[src/rtl/uart_tx_arbiter.sv]
// Round-robin packet arbiter that shares one UART transmitter byte stream among NUM_REQ requesters.
// The granted stream is passed through combinationally; a grant ends on last byte, burst limit or idle timeout.
module uart_tx_arbiter #(
  parameter int unsigned NUM_REQ      = 4,
  parameter int unsigned MAX_BURST    = 64,
  parameter int unsigned IDLE_TIMEOUT = 7200
) (
  input  logic                       clk,
  input  logic                       rst_n,
  input  logic [NUM_REQ*8-1:0]       req_data,
  input  logic [NUM_REQ-1:0]         req_valid,
  input  logic [NUM_REQ-1:0]         req_last,
  output logic [NUM_REQ-1:0]         req_ready,
  output logic [7:0]                 tx_data,
  output logic                       tx_valid,
  input  logic                       tx_ready,
  input  logic                       tx_active,
  output logic                       grant_valid,
  output logic [$clog2(NUM_REQ)-1:0] grant_idx,
  output logic                       timeout_pulse,
  output logic                       busy
);
  localparam int unsigned IDX_W = $clog2(NUM_REQ);
  localparam int unsigned CNT_W = 16;
  localparam logic [CNT_W-1:0] BURST_END = CNT_W'(MAX_BURST - 1);
  localparam logic [CNT_W-1:0] IDLE_END  = CNT_W'(IDLE_TIMEOUT - 1);

  typedef enum logic {IDLE, XFER} state_t;

  state_t             state, state_next;
  logic [IDX_W-1:0]   grant_idx_next, last_grant, last_grant_next, pick;
  logic               grant_valid_next, timeout_next, any_valid;
  logic [CNT_W-1:0]   burst_cnt, burst_next, idle_cnt, idle_next;
  logic [31:0]        cand;
  logic [7:0]         req_bytes [NUM_REQ];
  logic               g_valid, g_last, transfer, rel;

  always_comb begin
    for (int i = 0; i < int'(NUM_REQ); i++) req_bytes[i] = req_data[8*i +: 8];
  end

  // Round-robin search starting just after the previous grant holder.
  always_comb begin
    pick      = '0;
    any_valid = 1'b0;
    cand      = '0;
    for (int unsigned i = 1; i <= NUM_REQ; i++) begin
      cand = (32'(last_grant) + i) % NUM_REQ;
      if (!any_valid && req_valid[IDX_W'(cand)]) begin
        any_valid = 1'b1;
        pick      = IDX_W'(cand);
      end
    end
  end

  // Zero-latency pass-through of the granted requester.
  always_comb begin
    g_valid   = req_valid[grant_idx];
    g_last    = req_last[grant_idx];
    tx_data   = req_bytes[grant_idx];
    tx_valid  = 1'b0;
    req_ready = '0;
    if (state == XFER) begin
      tx_valid             = g_valid;
      req_ready[grant_idx] = tx_ready;
    end
    transfer = tx_valid & tx_ready;
  end

  assign busy = grant_valid | tx_active;

  always_comb begin
    state_next       = state;
    grant_idx_next   = grant_idx;
    grant_valid_next = grant_valid;
    timeout_next     = 1'b0;
    last_grant_next  = last_grant;
    burst_next       = burst_cnt;
    idle_next        = idle_cnt;
    rel              = 1'b0;
    case (state)
      IDLE: begin
        if (any_valid) begin
          state_next       = XFER;
          grant_idx_next   = pick;
          grant_valid_next = 1'b1;
          burst_next       = '0;
          idle_next        = '0;
        end
      end
      XFER: begin
        if (transfer) begin
          burst_next = burst_cnt + CNT_W'(1);
          idle_next  = '0;
          rel        = g_last || (burst_cnt == BURST_END);
        end else if (!g_valid) begin
          if (idle_cnt == IDLE_END) begin
            rel          = 1'b1;
            timeout_next = 1'b1;
          end else if (idle_cnt != '1) begin
            idle_next = idle_cnt + CNT_W'(1);
          end
        end else begin
          // Transmitter stall: requester is not idle.
          idle_next = '0;
        end
        if (rel) begin
          state_next       = IDLE;
          last_grant_next  = grant_idx;
          grant_valid_next = 1'b0;
          burst_next       = '0;
          idle_next        = '0;
        end
      end
      default: state_next = IDLE;
    endcase
  end

  always_ff @(posedge clk) begin
    if (!rst_n) begin
      state         <= IDLE;
      grant_idx     <= '0;
      grant_valid   <= 1'b0;
      timeout_pulse <= 1'b0;
      last_grant    <= IDX_W'(NUM_REQ - 1);
      burst_cnt     <= '0;
      idle_cnt      <= '0;
    end else begin
      state         <= state_next;
      grant_idx     <= grant_idx_next;
      grant_valid   <= grant_valid_next;
      timeout_pulse <= timeout_next;
      last_grant    <= last_grant_next;
      burst_cnt     <= burst_next;
      idle_cnt      <= idle_next;
    end
  end
endmodule

[config.mk]
export PLATFORM = sky130hd
export DESIGN_NAME = uart_tx_arbiter
export DESIGN_NICKNAME = d
export VERILOG_FILES = /design/src/rtl/uart_tx_arbiter.sv
export SDC_FILE = /design/constraint.sdc
export NUM_CORES = 1
export LEC_CHECK = 0
export BUFFER_PORTS_ARGS = -buffer_cell sky130_fd_sc_hd__buf_2
export CAP_MARGIN = 20
export CELL_PAD_IN_SITES_DETAIL_PLACEMENT = 1
export CELL_PAD_IN_SITES_GLOBAL_PLACEMENT = 2
export CORE_ASPECT_RATIO = 0.7
export CORE_MARGIN = 4
export CORE_UTILIZATION = 34
export DETAILED_ROUTE_END_ITERATION = 8
export GPL_ROUTABILITY_DRIVEN = 1
export MAX_ROUTING_LAYER = met4
export PLACE_DENSITY_LB_ADDON = 0.1
export SYNTH_ARGS = -nofsm -noshare
export SYNTH_HDL_FRONTEND = slang
export SYNTH_SLANG_ARGS = --single-unit
export TNS_END_PERCENT = 1
[constraint.sdc]
create_clock -name clk -period 6.1 [get_ports clk]
set_input_delay 0.61 -clock clk [delete_from_list [all_inputs] [get_ports clk]]
set_output_delay 0.61 -clock clk [all_outputs]
set_load 0.01 [all_outputs]
# --- Yosys cells after proc, flatten, opt, wreduce, memory -nomap -nowiden ---
# Cells that the tools add are included.
totals:
  memories: 0
  output_inout_bits: 18
  ff_bits: 39
  mem_bits_rw: 0
  rom_bits: 0
  latchBits: 0
  elab_cells: 95
classes:
  addsub: 6
  n_mux: 47
  n_eq_ne: 8
  order_cmp: 7
  n_bitwise: 6
  n_div: 0
  n_reduce_logical: 14
  n_mul: 0
  n_shift: 0
op_table:
  columns: ["op", "n"]
  rows:
  - ["16-bit two-way mux", 8]
  - ["16-bit one-hot mux with 2 select lines", 2]
  - ["16-bit by 1-bit adder with 16-bit output (second input constant)", 2]
  - ["1-bit two-way mux", 20]
  - ["8-bit binary-select mux with 2-bit select", 1]
  - ["16-bit by 13-bit equality test with 1-bit output (second input constant)", 1]
  - ["16-bit by 6-bit equality test with 1-bit output (second input constant)", 1]
  - ["8-bit two-way mux", 2]
  - ["16-bit != test (second input constant)", 1]
  - ["2-bit by 3-bit < comparator with 1-bit output (second input constant)", 5]
  - ["1-bit binary-select mux with 2-bit select", 6]
  - ["2-bit two-way mux", 4]
  - ["2-bit AND reduction", 4]
  - ["5-bit by 1-bit != test with 1-bit output (second input constant)", 1]
  - ["5-bit by 4-bit != test with 1-bit output (second input constant)", 1]
  - ["2-bit by 1-bit adder with 2-bit output (second input constant)", 2]
  - ["2-bit adder (second input constant)", 2]
  - ["4-bit bitwise AND", 1]
  - ["1-bit logical AND", 4]
  - ["4-bit two-way mux", 1]
  - ["1-bit one-hot mux with 2 select lines", 2]
  - ["3-bit >= comparator (second input constant)", 1]
  - ["1-bit zero test", 3]
  - ["3-bit by 1-bit != test with 1-bit output (second input constant)", 1]
  - ["11 further kinds", 12]

# --- Longest topological paths before layout ---
# Gate-level depths: netlist of the first run.
depth:
  depth_word: 15
  ltp_mapped: 9

# --- Worst setup path after synthesis of the first run ---
# OpenSTA, ideal clock, no wires.
synth_timing:
  path_kind: "input to register"
  start: "in req_valid[1]"
  end: "reg burst_cnt[7]"
  path_slack_ps: 3699
  stages: 6
  arrival_time_ps: 2309
  required_ps: 6008
  path_cell_list: "or4_1 -> a222oi_1 -> o211a_1 -> clkbuf_1 -> nand2_1 -> o311ai_4"
synth_via:
  elab_chain_cells: 14
synth_rtl:
  columns: ["element", "line_no", "rtl"]
  rows:
  - ["start, declared", "11", "input logic [NUM_REQ-1:0] req_valid,"]
  - ["1-bit binary-select mux with 2-bit select", "49", "if (!any_valid && req_valid[IDX_W'(cand)]) begin"]
  - ["1-bit two-way mux (not written as such)", "49", null]
  - ["1-bit two-way mux", "49", null]
  - ["1-bit zero test", "49", null]
  - ["1-bit logical AND", "49", null]
  - ["1-bit two-way mux", "49", null]
  - ["1-bit zero test", "49", null]
  - ["1-bit logical AND", "49", null]
  - ["1-bit two-way mux", "49", null]
  - ["1-bit zero test", "49", null]
  - ["1-bit logical AND", "49", null]
  - ["1-bit two-way mux", "49", null]
  - ["2-bit != test (no line)", null, null]
  - ["2-bit AND reduction (no line)", null, null]
  - ["end signal, assigned", "134", "burst_cnt <= burst_next;"]
  - ["end, declared", "33", "logic [CNT_W-1:0] burst_cnt, burst_next, idle_cnt, idle_next;"]
# Parallel ways exist; a longest one is shown, timed or not. The select of a mux whose other input is x is not followed.
# A chain may end at the register's enable or synchronous reset.

# --- Worst setup path after layout of the first run ---
layout_timing:
  start: "reg grant_idx[0]"
  end: "reg burst_cnt[5]"
layout_via:
  elab_chain_cells: 8
layout_rtl:
  columns: ["element", "line_no", "rtl"]
  rows:
  - ["start, declared", "19", "output logic [$clog2(NUM_REQ)-1:0] grant_idx,"]
  - ["start signal, assigned", "130", "grant_idx <= grant_idx_next;"]
  - ["1-bit binary-select mux with 2-bit select", "58", "g_valid = req_valid[grant_idx];"]
  - ["1-bit two-way mux (not written as such)", "58", null]
  - ["1-bit two-way mux", "63", "if (state == XFER) begin"]
  - ["1-bit bitwise AND", "67", "transfer = tx_valid & tx_ready;"]
  - ["1-bit two-way mux", "92", "if (transfer) begin"]
  - ["1-bit two-way mux", "81", "case (state)"]
  - ["16-bit two-way mux / 3-bit by 1-bit != test with 1-bit output (equally long branches)", null, null]
  - ["16-bit one-hot mux with 2 select lines / 2-bit AND reduction (equally long branches)", null, null]
# Parallel ways exist; a longest one is shown, timed or not. The select of a mux whose other input is x is not followed.

==> results by group, run 1 <==
Placement
  • GP Congestion: 0.7678
  • Post-DP HPWL: 6205 um
  • PortBufs: 61
  • Inst Count DP: 452
  • Post-DP Area: roughly 3000 um2

STA
  • Skew final: 0.005007 ns
  • Hold Worst Slack: ~0.5 ns
  • Min cycle time layout: 3.300 ns
  • Fin. Hold Viols: 0
  • Setup TNS: 0 ns
  • Rel. slew slack: 0.3601
  • RSZ-0062 raised after global routing: false
  • Pins Over Slew Limit: 0
  • Setup violators final: 0
  • Slew @ Worst Pin: 0.9563 ns
  • Highest Clock Rate: 303.0 MHz
  • Final Cycle Share: 0.5410

Synth
  • Synthesis Warnings: 0
  • #FFs+latches synth: 39
  • Sequential fraction of the synthesis area: 0.2881
  • Most common library cells after synthesis: dfxtp_1, nand2_1, nand3_1
  • Top-area cell type share of the netlist area: 0.2881
  • Netlist cell types: 60
  • Cell count after synthesis: 312
  • Cell area after synthesis: 2710 um2
  • Synth Flop Type: dfxtp_1
  • Mapped Nets: 358
  • EDFF count, synth: 0
  • Largest cells by area after synthesis: dfxtp_1, mux4_2, o311ai_4, nand2_1, nand3_1
  • Avg Cell Area, Syn: 8.686 um2
  • Top cell type by total area after synthesis: dfxtp_1
  • Most frequent cell after synthesis: dfxtp_1
  • Ys async rst share: 0

Worst hold path
  • Hold Crit Endpoint: idle_cnt[1]
  • Tightest Hold Check Type: flip-flop to flip-flop
  • Hold depth: 2
  • Worst Hold Launch: idle_cnt[1]

Finish
  • Layout cells sized above 1: 0.2818
  • Fillers: 913
  • Syn-to-layout area delta: 17.96%
  • Register area: 780.7 um2
  • Post-route insts no fill: 460
  • Area of the multi-input gates: 1794 um2
  • Nets@finish: 407
  • ANT cells: 0
  • Fin area: between 3000 and 4000 um2

Power and ir drop
  • Maximum VDD drop: 102.7 uV
  • Leakage: 1.126 nW
  • P per Cell Area: 201.7 nW/um2
  • Pwr Total: 0.6447 mW

Floorplan
  • Die Area: 9486 um2
  • Io pins: 62
  • Die Ht: approximately 83 um
  • Die width: ~110 um
  • Placement Rows: 26
  • Initial Util: 0.3606
  • Core area: 7515 um2

Setup path
  • Worst Setup Path Type: flip-flop to flip-flop
  • Worst r2r src: grant_idx[0]
  • Worst R2R Setup Slack: 2.80 ns
  • Crit end category: flip-flop
  • Startpoint types: flip-flop
  • FF-to-FF path depth: 5
  • RR Endpoint: burst_cnt[5]
  • Crit path max fanout: 20
  • Critical Path RT: 6.28 ns
  • Worst path arrival time: about 3.5 ns

Clock network
  • Clk pin slew, worst setup/hold paths: roughly 0.060 ns
  • CTS Hold Bufs: 0
  • Root Driver: clkbuf_16
  • Clock latency on the worst-skew pair: 0.29 ns
  • Post-cts sizing count: 0
  • # H-tree levels: 2
  • Clock Path Buffers: 2
  • Clock sinks: 39
  • CTS tree: built
  • Num CTS Buffers: 5
  • Post-CTS setup buffer count: 0

Drt
  • Avg Vias per Cell: 5.828
  • Routed Antenna Nets: 0
  • DR DRC count: 0
  • Final wirelength: 8505 um
  • Starting DRT DRC Count: between 100 and 150
  • Vias: 2681
  • 1st-pass router iterations: 4
  • Average wire per standard cell: 18.49 um

Status
  • Status: completed

Global route
  • Grt ovf: 0
  • Largest net degree at the start of global routing: 24
  • Gr usage total: 0.1921
  • Initial antenna violation count: 0
  • Vias in the first global route: approximately 2600
  • First-pass GRT wire length: 14230 um

Job
  • Number of max-cap violations: 0
cell families after synthesis:
group                      synth area share
DFF                                  0.2881
and+or+nand+nor                      0.2853
AOI/OAI and AO/OA                    0.2696
muxes                               0.09787
adders and majority gates          0.009232
buffers and inverters               0.04985
worst max-delay path, cell delays in order, from the launching register on:
cell	delay [ns]
dfxtp_1	0.94
mux2i_1	0.25
mux2i_1	0.30
o21a_1	0.64
nand4_2	0.61
o311ai_1	0.45
cell usage in the layout (no fill, tap or decap), types with 7 or more instances in the layout:
master / count
nor3_1: 8
nor2_1: 19
inv_1: 9
dfxtp_1: 39
buf_2: 61
a311oi_1: 7
nand4_1: 16
and3_1: 8
nand3_1: 22
o21ai_0: 11
and2_1: 7
a21oi_1: 10
mux4_2: 9
nand2_1: 35
sequential cells by signal, summed over array words and instances (netlist names):
signal         cells
burst_cnt         16
idle_cnt          16
grant_idx          2
last_grant         2
grant_valid        1
state              1
timeout_pulse      1
power by group:
group	switching, mW	total [mW]	internal [mW]
combinational	0.0613	0.112	0.0505
sequential	0.0122	0.271	0.259
clock	0.110	0.261	0.151
layout make-up:
type | instances | share of cell area
sequential | 39 | 0.2442
inverter | 10 | 0.01174
multi-input combinational | 242 | 0.5613
clock buffer | 6 | 0.04031
tap | 98 | 0.03836
timing repair buffer | 63 | 0.1002
clock inverter | 2 | 0.003914
layer usage:
layer | vias to the layer above | track usage | part of all wire
met1 | 1292 | 0.2706 | 0.52
li1 | 1325 | - | -
met5 | - | - | 0
met4 | 0 | 0.03048 | 0.0052
met2 | 57 | 0.2927 | 0.43
met3 | 7 | 0.03569 | 0.053
how the worst max path moves through the flow:
stage	start	to	cells after the start	slack [ns]
after floorplan	req_valid[1]	burst_cnt[7]	6	3.70
after global placement	grant_idx[0]	burst_cnt[5]	5	2.96
after detailed placement	grant_idx[0]	burst_cnt[5]	5	2.78
after CTS	grant_idx[0]	burst_cnt[12]	5	2.74
after global routing	grant_idx[0]	burst_cnt[5]	5	2.36
final	grant_idx[0]	burst_cnt[5]	5	2.80
through the flow:
stage / worst slack [ns] / util
CTS: 2.739 / 0.4254
global route: 2.359 / 0.4254
floorplan: 3.699 / -
global placement: 2.962 / 0.4066
finish: 2.800 / 0.4254
detailed placement: 2.783 / 0.4066
Note: power is estimated with default switching activity, not from simulation.
==> run 2: changes to the inputs <==
--- a/config.mk
+++ b/config.mk
@@ -11,7 +11,7 @@
 export CELL_PAD_IN_SITES_GLOBAL_PLACEMENT = 2
 export CORE_ASPECT_RATIO = 0.7
 export CORE_MARGIN = 4
-export CORE_UTILIZATION = 34
+export CORE_UTILIZATION = 29
 export DETAILED_ROUTE_END_ITERATION = 8
 export GPL_ROUTABILITY_DRIVEN = 1
 export MAX_ROUTING_LAYER = met4
==> constraint.sdc (replaced) <==
create_clock -name clk -period 2.75 [get_ports clk]
set_input_delay 0.275 -clock clk [delete_from_list [all_inputs] [get_ports clk]]
set_output_delay 0.275 -clock clk [all_outputs]
set_load 0.01 [all_outputs]
==> results by group, run 2 (synthesized netlist as in run 1, its figures left out) <==
STA
  • Slew @ Worst Pin: 0.9627 ns
  • Min cycle time layout: 2.553 ns
  • RSZ-0062 raised after global routing: false
  • Pins Over Slew Limit: 0
  • Skew final: 0.01009 ns
  • Setup violators final: 0
  • Rel. slew slack: 0.3558
  • Highest Clock Rate: between 300 and 400 MHz
  • Setup TNS: 0 ns
  • Final Worst Setup Slack: 0.1966 ns
  • Fin. Hold Viols: 0
  • Final Cycle Share: 0.9285

Finish
  • ANT cells: 0
  • Syn-to-layout area delta: 24.61%
  • Area of the multi-input gates: 1794 um2
  • Fillers: 1079
  • Register area: around 780 um2
  • Most frequent cells in the layout: buf_2, dfxtp_1, nand2_1
  • Most common cell after layout, fill and taps aside: buf_2
  • Nets@finish: around 420
  • Biggest regs: burst_cnt x16, idle_cnt x16
  • Layout cells sized above 1: 0.3148

Setup path
  • Slowest CP cell: or4_1
  • Critical Path RT: about 3 ns
  • FF-to-FF path depth: 6
  • Crit-path cells: or4_4 > or4_1 > o21ai_4 > nand4_2 > buf_4 > o311ai_4
  • RR Endpoint: burst_cnt[8]
  • Buffers & Inverters on Critical Path: 1
  • Worst R2R Setup Slack: 0.20 ns
  • Worst Setup Path Type: flip-flop to flip-flop
  • Worst path arrival time: 2.75 ns
  • Startpoint types: flip-flop
  • Crit path max fanout: 11
  • Worst r2r src: idle_cnt[15]
  • CP top delay family: simple AND/OR/NAND/NOR gates
  • Crit end category: flip-flop
  • Largest stage delay, worst path: 0.69 ns

Clock network
  • Root Driver: clkbuf_16
  • Post-CTS setup buffer count: 0
  • # H-tree levels: 2
  • Clk pin slew, worst setup/hold paths: about 0.070 ns
  • CTS tree: built
  • Clock latency on the worst-skew pair: 0.28 ns
  • Post-cts sizing count: 0
  • Clock Path Buffers: 2
  • Clock sinks: 39
  • CTS Hold Bufs: 0
  • Num CTS Buffers: 5

Power and ir drop
  • Sequential Power Share: 0.381
  • Comb pwr share: 0.183
  • Maximum VDD drop: approximately 190 uV
  • P per Cell Area: 456.9 nW/um2
  • Leakage: 1.223 nW
  • Switching share of power: 0.2681
  • Cell Int Power: 1.129 mW
  • Clk pwr share: 0.436
  • Sw Pwr: 0.4137 mW

Drt
  • DR DRC count: 0
  • Average wire per standard cell: 17.70 um
  • Avg Vias per Cell: 5.484
  • Routed Antenna Nets: 0
  • Starting DRT DRC Count: roughly 140
  • 1st-pass router iterations: 4
  • Final wirelength: 8885 um
  • Vias: around 2800

Global route
  • Vias in the first global route: 2758
  • Gr usage total: 0.1732
  • Initial antenna violation count: 0
  • First-pass GRT wire length: 14570 um
  • Grt ovf: 0
  • Largest net degree at the start of global routing: 19

Floorplan
  • Io pins: 62
  • Die Area: 10980 um2
  • Placement Rows: 29
  • Core area: approximately 9000 um2
  • Die width: 123.5 um
  • Initial Util: 0.2988
  • Die Ht: between 80 and 90 um

Placement
  • GP Congestion: 0.7745
  • Post-place setup slack: between 0.15 and 0.2 ns
  • PortBufs: 61
  • Post-DP HPWL: 6773 um

Job
  • Number of max-cap violations: 0

Status
  • Status: completed

Worst hold path
  • Worst Hold Launch: rst_n
  • Tightest Hold Check Type: input port to flip-flop
  • Hold Crit Endpoint: last_grant[1]
  • Hold depth: 2
[run 2: changes by cell type in the layout (fill, tap and decap cells not counted), sizes merged]
cell      previous run  this run
buf                 63        79
bufinv               0         1
clkbuf               6         5
clkinv               2         3
clkinvlp             1         0
[run 2: through the flow]
step                        util  cell area [um2]  instances  hold WS (ns)  power [mW]
final                     0.3723             3377        502        0.3318       1.543
after global routing      0.3723             3377        502        0.3425       1.608
after CTS                 0.3723             3377        502        0.3260       1.561
after detailed placement  0.3537             3208        494        0.4752      0.8865
after global placement    0.3537             3208        494        0.4728      0.8822
after floorplan                -             2710        312        0.4493      0.7701
[run 2: worst max path at each step]
stage / endpoint / start / depth (start not counted) / slack (ns)
floorplan: burst_cnt[7] / grant_idx[0] / 7 / 0.37
global placement: burst_cnt[2] / idle_cnt[15] / 5 / 0.21
detailed placement: burst_cnt[8] / idle_cnt[15] / 6 / 0.19
CTS: burst_cnt[8] / idle_cnt[6] / 6 / 0.17
global route: burst_cnt[5] / idle_cnt[1] / 7 / 0.006
finish: burst_cnt[8] / idle_cnt[15] / 6 / 0.20
[run 2: area by class of cell]
cell class              count  share of cell area
repair buffers             79              0.1304
clock inverters             3             0.01297
flip-flops and latches     39              0.2312
multi-input cells         242              0.5313
inverters                  10             0.01112
clock buffers               5             0.03705
well taps                 124             0.04594
[run 2: routing by layer]
metal  global-route usage  routed length, um  vias up
li1                     -                  -     1362
met1               0.2432               4600     1334
met2               0.2594               3744       55
met3              0.03642                500        2
met4              0.03015                 40        0
met5                    -                  0        -
[run 2: power by group through the flow]
| stage | clock [mW] | sequential [mW] | combinational [mW] |
|---|---|---|---|
| 2_1_floorplan | 0 | 0.596 | 0.175 |
| 3_3_place_gp | 0 | 0.601 | 0.282 |
| 3_5_place_dp | 0 | 0.601 | 0.285 |
| 4_1_cts | 0.686 | 0.588 | 0.286 |
| 5_1_grt | 0.705 | 0.591 | 0.312 |
| 6_report | 0.673 | 0.588 | 0.282 |
